`config.mk`:
```
export PLATFORM = sky130hd
export DESIGN_NAME = mc_ctrl
export DESIGN_NICKNAME = d
export VERILOG_FILES = /design/src/rtl/mc_ctrl.sv
export SDC_FILE = /design/constraint.sdc
export NUM_CORES = 1
export LEC_CHECK = 0
export ABC_AREA = 1
export CORE_MARGIN = 2
export CORE_UTILIZATION = 38
export DETAILED_ROUTE_END_ITERATION = 16
export PLACE_DENSITY = 0.86
export SKIP_LAST_GASP = 1
export SYNTH_ARGS = -nofsm -noshare
export SYNTH_HDL_FRONTEND = slang
export SYNTH_SLANG_ARGS = --single-unit
```
`constraint.sdc`:
```
create_clock -name clk_i -period 1.2 [get_ports clk_i]
set_input_delay 0.18 -clock clk_i [delete_from_list [all_inputs] [get_ports clk_i]]
set_output_delay 0.18 -clock clk_i [all_outputs]
set_load 0.1 [all_outputs]
```
`src/rtl/mc_ctrl.sv`:
```
// Multi-cycle MIPS control FSM: Moore decode of state, with fetch strobes and the store completion gated by mem_ready_i.
// Latency: 2-5 cycles per instruction plus one per memory wait; waits hold strobes and address selects stable.
module mc_ctrl (
    input  logic       clk_i,
    input  logic       rst_i,
    input  logic [5:0] instr_op_i,
    input  logic       mem_ready_i,
    output logic       PCWrite_o,
    output logic       PCWriteCond_o,
    output logic       BranchNe_o,
    output logic       IorD_o,
    output logic       MemRead_o,
    output logic       MemWrite_o,
    output logic       IRWrite_o,
    output logic       MemtoReg_o,
    output logic       RegDst_o,
    output logic       RegWrite_o,
    output logic       ALUSrcA_o,
    output logic [1:0] ALUSrcB_o,
    output logic [1:0] PCSrc_o,
    output logic [2:0] ALU_op_o,
    output logic       instr_done_o,
    output logic [3:0] state_o
);

    localparam logic [5:0] OP_RTYPE = 6'b000000;
    localparam logic [5:0] OP_LW    = 6'b100011;
    localparam logic [5:0] OP_SW    = 6'b101011;
    localparam logic [5:0] OP_BEQ   = 6'b000100;
    localparam logic [5:0] OP_BNE   = 6'b000101;
    localparam logic [5:0] OP_ADDI  = 6'b001000;
    localparam logic [5:0] OP_SLTIU = 6'b001011;
    localparam logic [5:0] OP_LUI   = 6'b001111;
    localparam logic [5:0] OP_ORI   = 6'b001101;
    localparam logic [5:0] OP_J     = 6'b000010;

    localparam logic [2:0] ALU_ADD   = 3'b100;
    localparam logic [2:0] ALU_RTYPE = 3'b010;
    localparam logic [2:0] ALU_BEQ   = 3'b001;
    localparam logic [2:0] ALU_BNE   = 3'b011;
    localparam logic [2:0] ALU_SLTIU = 3'b101;
    localparam logic [2:0] ALU_LUI   = 3'b110;
    localparam logic [2:0] ALU_ORI   = 3'b111;

    typedef enum logic [3:0] {
        S_IDLE   = 4'd0,
        S_FETCH  = 4'd1,
        S_DECODE = 4'd2,
        S_MEMADR = 4'd3,
        S_MEMRD  = 4'd4,
        S_MEMWB  = 4'd5,
        S_MEMWR  = 4'd6,
        S_EXEC   = 4'd7,
        S_RWB    = 4'd8,
        S_BRANCH = 4'd9,
        S_IEXEC  = 4'd10,
        S_IWB    = 4'd11,
        S_JUMP   = 4'd12
    } state_t;

    state_t state, state_nxt;

    always_ff @(posedge clk_i or negedge rst_i) begin
        if (!rst_i) state <= S_IDLE;
        else        state <= state_nxt;
    end

    assign state_o = state;

    always_comb begin
        state_nxt     = S_FETCH;
        PCWrite_o     = 1'b0;
        PCWriteCond_o = 1'b0;
        BranchNe_o    = 1'b0;
        IorD_o        = 1'b0;
        MemRead_o     = 1'b0;
        MemWrite_o    = 1'b0;
        IRWrite_o     = 1'b0;
        MemtoReg_o    = 1'b0;
        RegDst_o      = 1'b0;
        RegWrite_o    = 1'b0;
        ALUSrcA_o     = 1'b0;
        ALUSrcB_o     = 2'b00;
        PCSrc_o       = 2'b00;
        ALU_op_o      = 3'b000;
        instr_done_o  = 1'b0;
        case (state)
            S_IDLE: state_nxt = S_FETCH;
            S_FETCH: begin
                // PC+4 is computed every wait cycle but only latched on the ready cycle
                MemRead_o = 1'b1;
                ALUSrcB_o = 2'b01;
                ALU_op_o  = ALU_ADD;
                IRWrite_o = mem_ready_i;
                PCWrite_o = mem_ready_i;
                state_nxt = mem_ready_i ? S_DECODE : S_FETCH;
            end
            S_DECODE: begin
                ALUSrcB_o = 2'b11;
                ALU_op_o  = ALU_ADD;
                case (instr_op_i)
                    OP_RTYPE:                            state_nxt = S_EXEC;
                    OP_LW, OP_SW:                        state_nxt = S_MEMADR;
                    OP_BEQ, OP_BNE:                      state_nxt = S_BRANCH;
                    OP_ADDI, OP_SLTIU, OP_LUI, OP_ORI:   state_nxt = S_IEXEC;
                    OP_J:                                state_nxt = S_JUMP;
                    default: begin
                        state_nxt    = S_FETCH;
                        instr_done_o = 1'b1;
                    end
                endcase
            end
            S_MEMADR: begin
                ALUSrcA_o = 1'b1;
                ALUSrcB_o = 2'b10;
                ALU_op_o  = ALU_ADD;
                state_nxt = (instr_op_i == OP_LW) ? S_MEMRD : S_MEMWR;
            end
            S_MEMRD: begin
                MemRead_o = 1'b1;
                IorD_o    = 1'b1;
                state_nxt = mem_ready_i ? S_MEMWB : S_MEMRD;
            end
            S_MEMWB: begin
                RegWrite_o   = 1'b1;
                MemtoReg_o   = 1'b1;
                instr_done_o = 1'b1;
            end
            S_MEMWR: begin
                MemWrite_o   = 1'b1;
                IorD_o       = 1'b1;
                instr_done_o = mem_ready_i;
                state_nxt    = mem_ready_i ? S_FETCH : S_MEMWR;
            end
            S_EXEC: begin
                ALUSrcA_o = 1'b1;
                ALU_op_o  = ALU_RTYPE;
                state_nxt = S_RWB;
            end
            S_RWB: begin
                RegWrite_o   = 1'b1;
                RegDst_o     = 1'b1;
                instr_done_o = 1'b1;
            end
            S_BRANCH: begin
                ALUSrcA_o     = 1'b1;
                PCWriteCond_o = 1'b1;
                PCSrc_o       = 2'b01;
                instr_done_o  = 1'b1;
                BranchNe_o    = (instr_op_i == OP_BNE);
                ALU_op_o      = (instr_op_i == OP_BNE) ? ALU_BNE : ALU_BEQ;
            end
            S_IEXEC: begin
                ALUSrcA_o = 1'b1;
                ALUSrcB_o = 2'b10;
                state_nxt = S_IWB;
                case (instr_op_i)
                    OP_SLTIU: ALU_op_o = ALU_SLTIU;
                    OP_LUI:   ALU_op_o = ALU_LUI;
                    OP_ORI:   ALU_op_o = ALU_ORI;
                    default:  ALU_op_o = ALU_ADD;
                endcase
            end
            S_IWB: begin
                RegWrite_o   = 1'b1;
                instr_done_o = 1'b1;
            end
            S_JUMP: begin
                PCWrite_o    = 1'b1;
                PCSrc_o      = 2'b10;
                instr_done_o = 1'b1;
            end
            default: state_nxt = S_FETCH;
        endcase
    end

endmodule

```
==> results of run 1 <==
cells by family after synthesis:
kind of cell | Yosys count | synth area share
flip-flops | 4 | 0.169
AO/OA/AOI/OAI | 7 | 0.0675
AND/OR/NAND/NOR | 82 | 0.593
buffers and inverters | 26 | 0.171
through the flow:
| stage | cell area [um2] | setup TNS, ns | hold WS [ns] | setup WS, ns |
|---|---|---|---|---|
| 2_1_floorplan | 761 | -13.74 | -0.116 | -1.41 |
| 3_3_place_gp | 1570 | -5.40 | 0.389 | -0.468 |
==> results by group, run 1 <==
Status
  – Run status: aborted with a tool error
  – Failing step: detailed placement (3_5_place_dp)
  – Err: [ERROR DPL-0038] Utilization greater than 100%, impossible to legalize

Floorplan
  – Num ports: 32
  – Initial Utilization: 0.398
  – Chip Width: between 40 and 50 um
  – Chip Height: about 44 um
  – Cell Rows: 14

Yosys
  – Synth Warn #: 0
  – Area leader, netlist: nand2_1
  – Synth Area per Inst: roughly 5.0 um2
  – Synth top area share: 0.215
  – Most frequent cells after synthesis: 34 x nand2_1, 22 x nor2_1, 21 x inv_1, 16 x nand3_1
  – Most instantiated library cell after synthesis: nand2_1
  – Post-synthesis sequential area ratio: 0.169
  – Mapped Cells: roughly 120
  – Syn nets: around 130
  – Synth top area cells: nand2_1 22%, dfrtp_1 17%, nor2_1 14%, nand3_1 14%, inv_1 13%
  – Post-Syn Area: 593 um2
  – Yosys reg bits: 4
  – Ys async rst share: 1.00
  – Post-synth top flop: dfrtp_1
  – Synth unique cells: 14
  – Post-synth EDFFs: 0

Placement
  – GPL Wtd Cong: approximately 0.89
  – Buffers on Ports: 31
==> inputs of run 2 (changes only) <==
CORE_AREA = 2 2 63 65   (was default)
CORE_MARGIN = default   (was 2)
CORE_UTILIZATION = default   (was 38)
DIE_AREA = 0 0 65 67   (was default)
PLACE_DENSITY = default   (was 0.86)
PLACE_DENSITY_LB_ADDON = 0.15   (was default)
==> run 2 against run 1 <==
  * The flow now finishes, with violations (setup timing)
  * Synthesized cell count unchanged
  * Area after synthesis did not move
==> results by group, run 2 <==
Power
  – Clock share of power: 0.048
  – Switch share: 0.574
  – Sequential Power Share: 0.056
  – Pint: approximately 2.4 mW
  – NetSw: 3.24 mW
  – Power per cell area: around 2800 nW/um2
  – Leak pwr: a little under 1 nW
  – VDD IR max: roughly 1600 uV
  – Gate power share: 0.895

Routing
  – 1st-pass router iterations: 4
  – Wirelength per Cell: around 11 um
  – Vias after detailed routing: roughly 1000
  – Vias/cell: between 4 and 5
  – DRT Wirelength: roughly 2700 um
  – Remaining DRCs: 0
  – ANT nets after route: 0
  – DRT iter0 DRCs: 28

STA
  – Worst slew pin tran: between 0.3 and 0.4 ns
  – Worst Setup Slack, final: -0.565 ns
  – Clk_skew: between 0.0007 and 0.0008 ns
  – RSZ-0062 raised after global routing: true
  – Tcrit/Tclk final: 1.47
  – Min cycle time layout: 1.77 ns
  – Final max-slew violation count: 0
  – Fmax: about 570 MHz
  – Setup-failing EPs final: 25
  – Worst slew margin: 0.741
  – Final Hold Violating Endpoints: 0

Worst setup path
  – Setup CP Type: reg -> out
  – CP Cell Sequence: buf_6 -> nor2_4 -> nand2_4 -> o211ai_1 -> clkbuf_16
  – Worst-path fanout max: 5
  – Element type at the critical path end: output pin
  – Crit start category: flip-flop
  – Worst r2r src: state_o[1]
  – Largest stage delay, worst path: roughly 0.50 ns
  – CP required: between 1 and 1.5 ns
  – Worst setup path startpoint: state_o[0]
  – Critical path data arrival time: approximately 1.6 ns
  – Worst path slowest cell: dfrtp_4

Global route
  – Initial antenna violation count: 0
  – GRT overflow: 0
  – Largest net degree at the start of global routing: 6
  – Global-route wire length before repair: about 4400 um
  – GRT Total Usage: 0.127
  – Vias in the first global route: roughly 1000

CTS
  – Clock Sinks: 4
  – Maximum clock path buffer count: 2
  – CTS tree: built
  – Clk_lat worst skew: around 0.21 ns
  – Clock transition at the registers of the reported paths: ~0.030 ns
  – Root Driver: clkbuf_8
  – Num CTS Buffers: 3
  – CTS H-Tree Depth: 1

Worst hold path
  – Worst hold-check path type: in -> async

Floorplan
  – Chip Height: 67 um (+54%)
  – Num ports: 32 (unchanged)
  – Core area: about 3600 um2
  – Initial Utilization: 0.164 (-0.234)
  – Cell Rows: 22 (+8)
  – Chip Width: 65 um (+49%)
  – DIE AREA: approximately 4400 um2

Cells and area
  – Final instance count without filler cells: ~250
  – Multi-input logic area: ~630 um2
  – Layout cells sized above 1: 0.646
  – Max reg flops: 4
  – # fillers: between 300 and 400
  – Area growth from synthesis to layout: 238%
  – Most frequent cells in the layout: 41 x buf_4, 24 x buf_12, 21 x nand2_1
  – ANT cells: 0
  – Reg area: approximately 120 um2
  – Finished Core Util: 0.556
  – Fin nets: ~220
  – Commonest non-fill, non-tap cell in the layout: buf_4

Yosys
  – Post-synthesis sequential area ratio: 0.169 (unchanged)
  – Ys async rst share: 1.00 (unchanged)
  – Synth top area share: 0.215 (unchanged)
  – Syn nets: 128 (unchanged)
  – Most instantiated library cell after synthesis: nand2_1
  – Synth top area cells: nand2_1 22%, dfrtp_1 17%, nor2_1 14%, nand3_1 14%, inv_1 13%
  – Mapped Cells: 119 (unchanged)
  – Post-synth EDFFs: 0 (unchanged)
  – Synth unique cells: 14 (unchanged)
  – Post-Syn Area: 593 um2 (unchanged)
  – Most frequent cells after synthesis: 34 x nand2_1, 22 x nor2_1, 21 x inv_1, 16 x nand3_1
  – Synth Area per Inst: 4.98 um2 (unchanged)
  – Yosys reg bits: 4 (unchanged)
  – Area leader, netlist: nand2_1
  – Synth Warn #: 0 (unchanged)
  – Post-synth top flop: dfrtp_1

Placement
  – Buffers on Ports: 31 (unchanged)
  – DP Wirelength: around 2100 um
  – Inst Count DP: 235
  – GPL Wtd Cong: 0.840 (-6.1%)

Flow run
  – Maxcap violations: 0

Status
  – Violated checks: setup timing
  – Run status: finished with violations
[run 2: kinds of logic after synthesis]
| group | after synthesis | share of synthesized area |
|---|---|---|
| and+or+nand+nor | 82 | 0.593 |
| buffers and inverters | 26 | 0.171 |
| AOI/OAI and AO/OA | 7 | 0.0675 |
| DFF | 4 | 0.169 |
[run 2: through the flow]
step | cell area [um2] | setup TNS [ns] | setup WS (ns) | total power [mW] | hold slack (ns)
3_5_place_dp | 1630 | -6.22 | -0.528 | 4.67 | 0.387
3_3_place_gp | 1630 | -6.06 | -0.496 | 4.66 | 0.388
4_1_cts | 1870 | -9.36 | -0.543 | 5.42 | 0.160
6_report | 2000 | -9.64 | -0.565 | 5.66 | 0.163
2_1_floorplan | 761 | -13.74 | -1.41 | 2.92 | -0.116
5_1_grt | 2000 | -11.01 | -0.636 | 5.89 | 0.162
[run 2: final timing paths]
kind / end / slack, ns / cells after the start
max: ALU_op_o[1] / -0.57 / 5
min in group clk_i: state_o[2] / 0.62 / 7
max reg2reg: state_o[1] / -0.24 / 9
min reg2reg: state_o[2] / 0.79 / 3
max in group asynchronous: state_o[1] / 0.86 / 1
min: state_o[2] / 0.16 / 1
[run 2: critical path: cells and delay by family (launching register included)]
kind / cells / cell delay [ns]
flip-flops: 1 / 0.50
buffers and inverters: 2 / 0.40
AO/OA/AOI/OAI: 1 / 0.27
AND/OR/NAND/NOR: 2 / 0.20
[run 2: area by class of cell]
class / instances / area share
repair buffers: 85 / 0.509
multi-input cells: 89 / 0.316
inverters: 25 / 0.0674
flip-flops and latches: 4 / 0.0574
well taps: 48 / 0.0300
clock buffers: 3 / 0.0206
[run 2: layer usage]
| layer | vias to the layer above | global-route usage | share of wire |
|---|---|---|---|
| met4 | 0 | 0.0239 | 0.011 |
| met3 | 4 | 0.00845 | 0.025 |
| li1 | 544 | - | - |
| met1 | 471 | 0.148 | 0.41 |
| met5 | - | 0 | 0 |
| met2 | 25 | 0.253 | 0.55 |
[run 2: power by group through the flow]
stage                     Combinational [mW]  Sequential [mW]  Clock [mW]
after floorplan                         2.25            0.670           0
after global placement                  4.33            0.331           0
after detailed placement                4.34            0.330           0
after CTS                               4.83            0.312       0.286
after global routing                    5.26            0.330       0.296
final                                   5.06            0.320       0.273
[run 2: what timing repair did]
item | in CTS | in global routing
endpoints found under the setup margin | 27 | 27
setup buffers | 10 | 9
pin swaps | 18 | 10
resized for setup | 32 | 19
hold buffers | 0 | 0
Power figures use the tool's default switching activity.
